### src/rtl/rx_pkt_pkg.sv
// Shared definitions for the RX packetizer.
//   state_e       : packetizer FSM states
//   HDR_TAG       : tag byte in the top of every header word
//   TRL_TAG       : tag byte in the top of every trailer word
//   make_header   : header word for a peripheral id
//   make_trailer  : trailer word for a peripheral id and data-beat count
package rx_pkt_pkg;

  typedef enum logic [2:0] {
    IDLE    = 3'd0,
    HEADER  = 3'd1,
    DATA    = 3'd2,
    TRAILER = 3'd3,
    RELEASE = 3'd4
  } state_e;

  localparam logic [7:0] HDR_TAG = 8'hC0;
  localparam logic [7:0] TRL_TAG = 8'hE0;

  function automatic logic [31:0] make_header(input logic [2:0] id);
    return {HDR_TAG, 21'b0, id};
  endfunction

  function automatic logic [31:0] make_trailer(input logic [2:0] id,
                                               input logic [15:0] count);
    return {TRL_TAG, 5'b0, id, count};
  endfunction

endpackage

### src/rtl/rx_packetizer.sv
// RX packetizer: drains the FWFT RX FIFO selected by the arbiter grant in
// bursts of up to MAX_BURST words and frames each burst as
// header / data... / trailer on a valid/ready stream.
// Ports:
//   clk, rst_n        clock, asynchronous active-low reset
//   grant             arbiter choice, sampled only in IDLE
//   read_periph_data  one-cycle pulse asking the arbiter to re-arbitrate
//   rx_fifo_empty     per-FIFO empty flags
//   rx_fifo_dout      packed FWFT heads, FIFO i at [i*DATA_WIDTH +: DATA_WIDTH]
//   rx_fifo_rd_en     per-FIFO pop strobes (one-hot or zero)
//   tx_data/tx_valid/tx_ready/tx_last  outgoing stream, tx_last on trailer
module rx_packetizer
  import rx_pkt_pkg::*;
#(
  parameter int NUM_PERIPH = 8,
  parameter int DATA_WIDTH = 32,
  parameter int MAX_BURST  = 16
) (
  input  logic                             clk,
  input  logic                             rst_n,
  input  logic [2:0]                       grant,
  output logic                             read_periph_data,
  input  logic [NUM_PERIPH-1:0]            rx_fifo_empty,
  input  logic [NUM_PERIPH*DATA_WIDTH-1:0] rx_fifo_dout,
  output logic [NUM_PERIPH-1:0]            rx_fifo_rd_en,
  output logic [DATA_WIDTH-1:0]            tx_data,
  output logic                             tx_valid,
  input  logic                             tx_ready,
  output logic                             tx_last
);

  localparam logic [16:0] MAX_B = 17'(MAX_BURST);

  state_e      state_q, state_d;
  logic [2:0]  cur_id_q, cur_id_d;
  logic [15:0] count_q, count_d;

  logic                  head_empty;
  logic [DATA_WIDTH-1:0] head_data;
  logic [16:0]           count_inc;

  // Only cur_id selects the FIFO once a packet is underway; grant is ignored.
  assign head_empty = rx_fifo_empty[cur_id_q];
  assign head_data  = rx_fifo_dout[int'(cur_id_q)*DATA_WIDTH +: DATA_WIDTH];
  // One bit wider than the counter so the MAX_BURST compare cannot alias.
  assign count_inc  = {1'b0, count_q} + 17'd1;

  always_comb begin
    state_d          = state_q;
    cur_id_d         = cur_id_q;
    count_d          = count_q;
    tx_valid         = 1'b0;
    tx_data          = '0;
    tx_last          = 1'b0;
    read_periph_data = 1'b0;
    rx_fifo_rd_en    = '0;
    unique case (state_q)
      IDLE: begin
        cur_id_d = grant;
        state_d  = rx_fifo_empty[grant] ? RELEASE : HEADER;
      end
      HEADER: begin
        tx_valid = 1'b1;
        tx_data  = make_header(cur_id_q);
        if (tx_ready) begin
          count_d = '0;
          state_d = DATA;
        end
      end
      DATA: begin
        // Valid follows the FIFO head; it can only fall after our own pop,
        // so a stalled beat is never withdrawn.
        tx_valid = !head_empty;
        tx_data  = head_data;
        if (tx_valid && tx_ready) begin
          rx_fifo_rd_en[cur_id_q] = 1'b1;
          count_d                 = count_inc[15:0];
          if (count_inc == MAX_B) state_d = TRAILER;
        end else if (head_empty && count_q != 16'd0) begin
          state_d = TRAILER;
        end
      end
      TRAILER: begin
        tx_valid = 1'b1;
        tx_last  = 1'b1;
        tx_data  = make_trailer(cur_id_q, count_q);
        if (tx_ready) state_d = RELEASE;
      end
      RELEASE: begin
        // The arbiter moves grant on this edge, so IDLE sees the new choice.
        read_periph_data = 1'b1;
        state_d          = IDLE;
      end
      default: state_d = IDLE;
    endcase
  end

  always_ff @(posedge clk or negedge rst_n) begin
    if (!rst_n) begin
      state_q  <= IDLE;
      cur_id_q <= '0;
      count_q  <= '0;
    end else begin
      state_q  <= state_d;
      cur_id_q <= cur_id_d;
      count_q  <= count_d;
    end
  end

endmodule

### config.mk
export PLATFORM = sky130hd
export DESIGN_NAME = rx_packetizer
export DESIGN_NICKNAME = d
export VERILOG_FILES = /design/src/rtl/rx_pkt_pkg.sv /design/src/rtl/rx_packetizer.sv
export SDC_FILE = /design/constraint.sdc
export NUM_CORES = 1
export LEC_CHECK = 0
export ABC_AREA = 1
export BUFFER_PORTS_ARGS = -buffer_cell sky130_fd_sc_hd__buf_4
export CAP_MARGIN = 25
export CORE_MARGIN = 8
export CORE_UTILIZATION = 30
export DETAILED_ROUTE_END_ITERATION = 6
export HOLD_SLACK_MARGIN = 0.1
export PLACE_DENSITY = 0.75
export SLEW_MARGIN = 20
export SYNTH_ARGS = -nofsm -noshare
export SYNTH_HDL_FRONTEND = slang
export SYNTH_SLANG_ARGS = --single-unit
### constraint.sdc
create_clock -name clk -period 1.8 [get_ports clk]
set_input_delay 0.09 -clock clk [delete_from_list [all_inputs] [get_ports clk]]
set_output_delay 0.09 -clock clk [all_outputs]
set_load 0.02 [all_outputs]
==> impl_results.rst <==
.. list-table::
   :header-rows: 1

   * - Metric
     - Value
   * - Result of the run
     - finished with violations
   * - Violated checks
     - negative setup slack
   * - Share of the cycle needed by the critical path after routing
     - 1.22
   * - Clock tree from TritonCTS
     - done
   * - Library cell used as clock root buffer
     - sky130_fd_sc_hd__clkbuf_16
   * - CP startpoint kind
     - flop
   * - Number of H-tree levels
     - 1
   * - Final Worst Setup Slack
     - -0.405 ns
   * - Top achievable clock speed
     - 454 MHz
   * - Leading cell type by number of instances after synthesis
     - sky130_fd_sc_hd__nand2_1
   * - Maximum ir drop on the vdd rail
     - between 0.0007 and 0.0008 V
   * - Initial antenna violation count
     - 0
   * - # DRC
     - 0
   * - Most area-consuming cells after synthesis
     - sky130_fd_sc_hd__nand2_1, sky130_fd_sc_hd__dfrtp_1, sky130_fd_sc_hd__a22oi_1
   * - Placed instance area
     - 6630 µm²
   * - Total core area
     - around 11000 µm²
   * - Number of ports placed on the die boundary
     - around 310
   * - Reg2Reg Launch Point
     - cur_id_q[2]$_DFFE_PN0P_
   * - Overflow left after global routing
     - 0
   * - Total negative slack
     - -15.74 ns
   * - Global Route met2 Usage
     - 0.519
   * - Met3 global-route usage
     - 0.0932
   * - Maximum number of pins on one net before global-route repair
     - 23
   * - Most used DFF post-synth
     - sky130_fd_sc_hd__dfrtp_1
   * - Area occupied by registers
     - 554 µm²
   * - Worst slack at placement
     - -0.404 ns
   * - Fraction of final layout cells sized beyond drive strength 1
     - 0.584
   * - Post-synthesis instance total
     - 613
   * - Starting DRT DRC Count
     - 441
   * - Via Count
     - 6503
   * - Highest fanout seen on the critical path
     - 15
   * - Arrival time of the worst setup path
     - between 2 and 2.5 ns
   * - Fill cell total of the finished layout
     - 944
   * - Clock transition at the register clock pins on the worst setup and hold paths after CTS
     - 0.07 ns
   * - Length of the first detailed-routing pass in iterations
     - 7
   * - Most used routing layer in global routing
     - met2
   * - CTS Sinks
     - 22
   * - Clock Skew
     - 0.00349 ns
   * - Post-layout minimum cycle time
     - between 2 and 2.5 ns
   * - Number of max-slew violations in the final report
     - 0
   * - Worst-margin pin slew
     - 0.487 ns
   * - Met1 usage in global routing
     - 0.348
   * - Half-perimeter wire length after placement
     - 20200 µm
   * - Post-synth EDFFs
     - 0
   * - First element of the critical path
     - cur_id_q[0]$_DFFE_PN0P_
   * - Fin. Hold Viols
     - 0
   * - Series of cell instances along the critical path
     - buf_6 > nand3_2 > inv_2 > buf_12 > nand2_1 > nand2_4 > a221oi_4 > nand4_1 > nand2_1 > o21ai_2 > buf_6
   * - Die extent in y
     - 124 µm
   * - Register bit total from synthesis
     - 22
   * - Critical path endpoint category
     - primary output
   * - Power density of the placed cells
     - between 1000 and 1500 nW/µm²
   * - Width of the chip
     - 124 µm
   * - Site Rows
     - 39
   * - Mean Syn Cell Area
     - 5.75 µm²
   * - Kind of critical path
     - flop to primary output
   * - Total Die Area
     - 15500 µm²
   * - Synth-to-layout area growth
     - 131%
   * - Final routed wirelength across all metal layers
     - 26100 µm
   * - Count of endpoints failing setup in the final report
     - 60
   * - First-pass GRT wire length
     - 38000 µm
   * - Hold path start
     - tx_ready
   * - Post-route antenna net violation count
     - 0
   * - Fin util
     - 0.712
   * - Warning count from the yosys run
     - 0
   * - Static power due to leakage
     - a little under 4 nW
   * - Worst EP required
     - 1.71 ns
   * - Final Wtd Congestion
     - 1.04
   * - Worst max-slew margin expressed relative to the limit
     - 0.675
   * - RSZ-0062 raised after global routing
     - yes
   * - Min-Delay Path Class
     - primary input to flop
   * - Total routing usage reported by global routing
     - 0.308
   * - Sequential area share after synthesis
     - 0.156
   * - List of most frequent post-synthesis cells
     - sky130_fd_sc_hd__nand2_1, sky130_fd_sc_hd__inv_1, sky130_fd_sc_hd__o21ai_0
   * - Mean number of vias per cell
     - 5.52
   * - Final Instance Area
     - 8130 µm²
   * - Area of combinational cells with multiple inputs
     - ~3300 µm²
   * - Synth Cell Area
     - 3520 µm²
   * - Fraction of synthesized cell area taken by the top area cell type
     - 0.259
   * - Slowest cell on the critical path
     - sky130_fd_sc_hd__dfrtp_1
   * - Clock buffers created by TritonCTS
     - 3
   * - Count of nets after finishing
     - 1310
   * - Starting density of the core
     - 0.309
   * - Number of antenna cells inserted
     - 0
   * - Unique cell type count in the Yosys netlist
     - 42
   * - Synth area leader
     - sky130_fd_sc_hd__nand2_1
   * - Max-cap violations
     - 0
   * - Post-detailed-route wirelength per cell
     - 22.1 µm
   * - Maximum buffer depth of the clock tree
     - 2
   * - Synthesized net count
     - 886
   * - Vias in the first global route
     - roughly 6700
   * - Number of buffers added on ports
     - 312
   * - Clock latency reported for the late side of the worst-skew pair
     - 0.26 ns
   * - Stage delay of the slowest cell on the critical path
     - 0.42 ns
   * - Fraction of registers with async set/reset
     - 1.00
-- critical path: cells and delay by family, from the launching register on --
kind / cells / cell delay, ns
and+or+nand+nor: 5 / 0.61
buffers and inverters: 4 / 0.48
DFF: 1 / 0.42
AOI/OAI and AO/OA: 2 / 0.32
-- routing by layer --
metal	up-vias	part of all wire
met5	-	0
met4	0	0.055
met2	439	0.47
met3	97	0.099
li1	2976	-
met1	2991	0.37
-- cell usage in the layout (no fill, tap or decap), types with 6 or more instances in the layout --
cell / count
sky130_fd_sc_hd__nor2_4: 14
sky130_fd_sc_hd__o21ai_1: 15
sky130_fd_sc_hd__buf_6: 47
sky130_fd_sc_hd__o21ai_2: 9
sky130_fd_sc_hd__a22oi_1: 21
sky130_fd_sc_hd__nand2_1: 205
sky130_fd_sc_hd__inv_1: 39
sky130_fd_sc_hd__dfrtp_1: 19
sky130_fd_sc_hd__a41oi_2: 6
sky130_fd_sc_hd__nand2_4: 11
sky130_fd_sc_hd__a21oi_1: 6
sky130_fd_sc_hd__o21ai_0: 16
sky130_fd_sc_hd__a221oi_2: 10
sky130_fd_sc_hd__nand2_2: 31
sky130_fd_sc_hd__o22ai_2: 11
sky130_fd_sc_hd__nand3_1: 17
sky130_fd_sc_hd__inv_2: 7
sky130_fd_sc_hd__nor2_1: 33
sky130_fd_sc_hd__buf_4: 381
sky130_fd_sc_hd__buf_12: 11
sky130_fd_sc_hd__nand4_1: 36
sky130_fd_sc_hd__a22oi_2: 14
-- metrics by stage --
stage | instances | hold WS, ns | power [mW]
after floorplan | 613 | -0.206 | 4.45
after global placement | 1124 | 0.00725 | 7.74
final | 1179 | 0.136 | 10.8
after CTS | 1160 | 0.118 | 9.69
after detailed placement | 1124 | 0.0139 | 7.75
after global routing | 1179 | 0.140 | 11.4
-- final cells by class --
cell class | count | area share
Timing Repair inverter | 1 | 0.000923
Tap cell | 143 | 0.0220
Inverter | 55 | 0.0306
Multi-Input combinational cell | 504 | 0.401
Timing Repair Buffer | 450 | 0.466
Clock buffer | 4 | 0.0109
Sequential cell | 22 | 0.0682
-- cell families after synthesis --
logic type | synth area share
and+or+nand+nor | 0.461
AOI/OAI and AO/OA | 0.271
buffers and inverters | 0.102
DFF | 0.156
adders and majority gates | 0.0107
-- path summary, 6_finish.rpt --
kind	end	slack, ns	cells past startpoint
worst max-delay path	tx_data[18]	-0.40	11
worst min-delay path	state_q[0]$_DFFE_PN0P_	0.14	3
worst max register to register	state_q[1]$_DFFE_PN0P_	-0.23	14
worst min register to register	state_q[1]$_DFFE_PN0P_	0.53	2
max in group asynchronous	count_q[2]$_DFFE_PN0P_	1.25	2
min in group asynchronous	count_q[12]$_DFFE_PN0P_	0.27	2
-- registers in the layout, summed over array words and instances (netlist names) --
| register | cells |
|---|---|
| cur_id_q | 3 |
| count_q | 16 |
| state_q | 3 |
-- power breakdown --
part	switching [mW]	internal, mW
sequential	0.274	0.706
clock	0.210	0.341
combinational	4.94	4.33
total	5.43	5.37
-- what timing repair did --
action / CTS / global route
hold buffers: 3 / 0
setup endpoints to repair: 60 / 60
gates resized for setup: 153 / 91
buffers inserted: 26 / 18
gates cloned: 3 / 2
endpoints found under the hold margin: 24 / 0
pin swaps: 44 / 54
No activity file was read; power rests on OpenSTA's default activity.
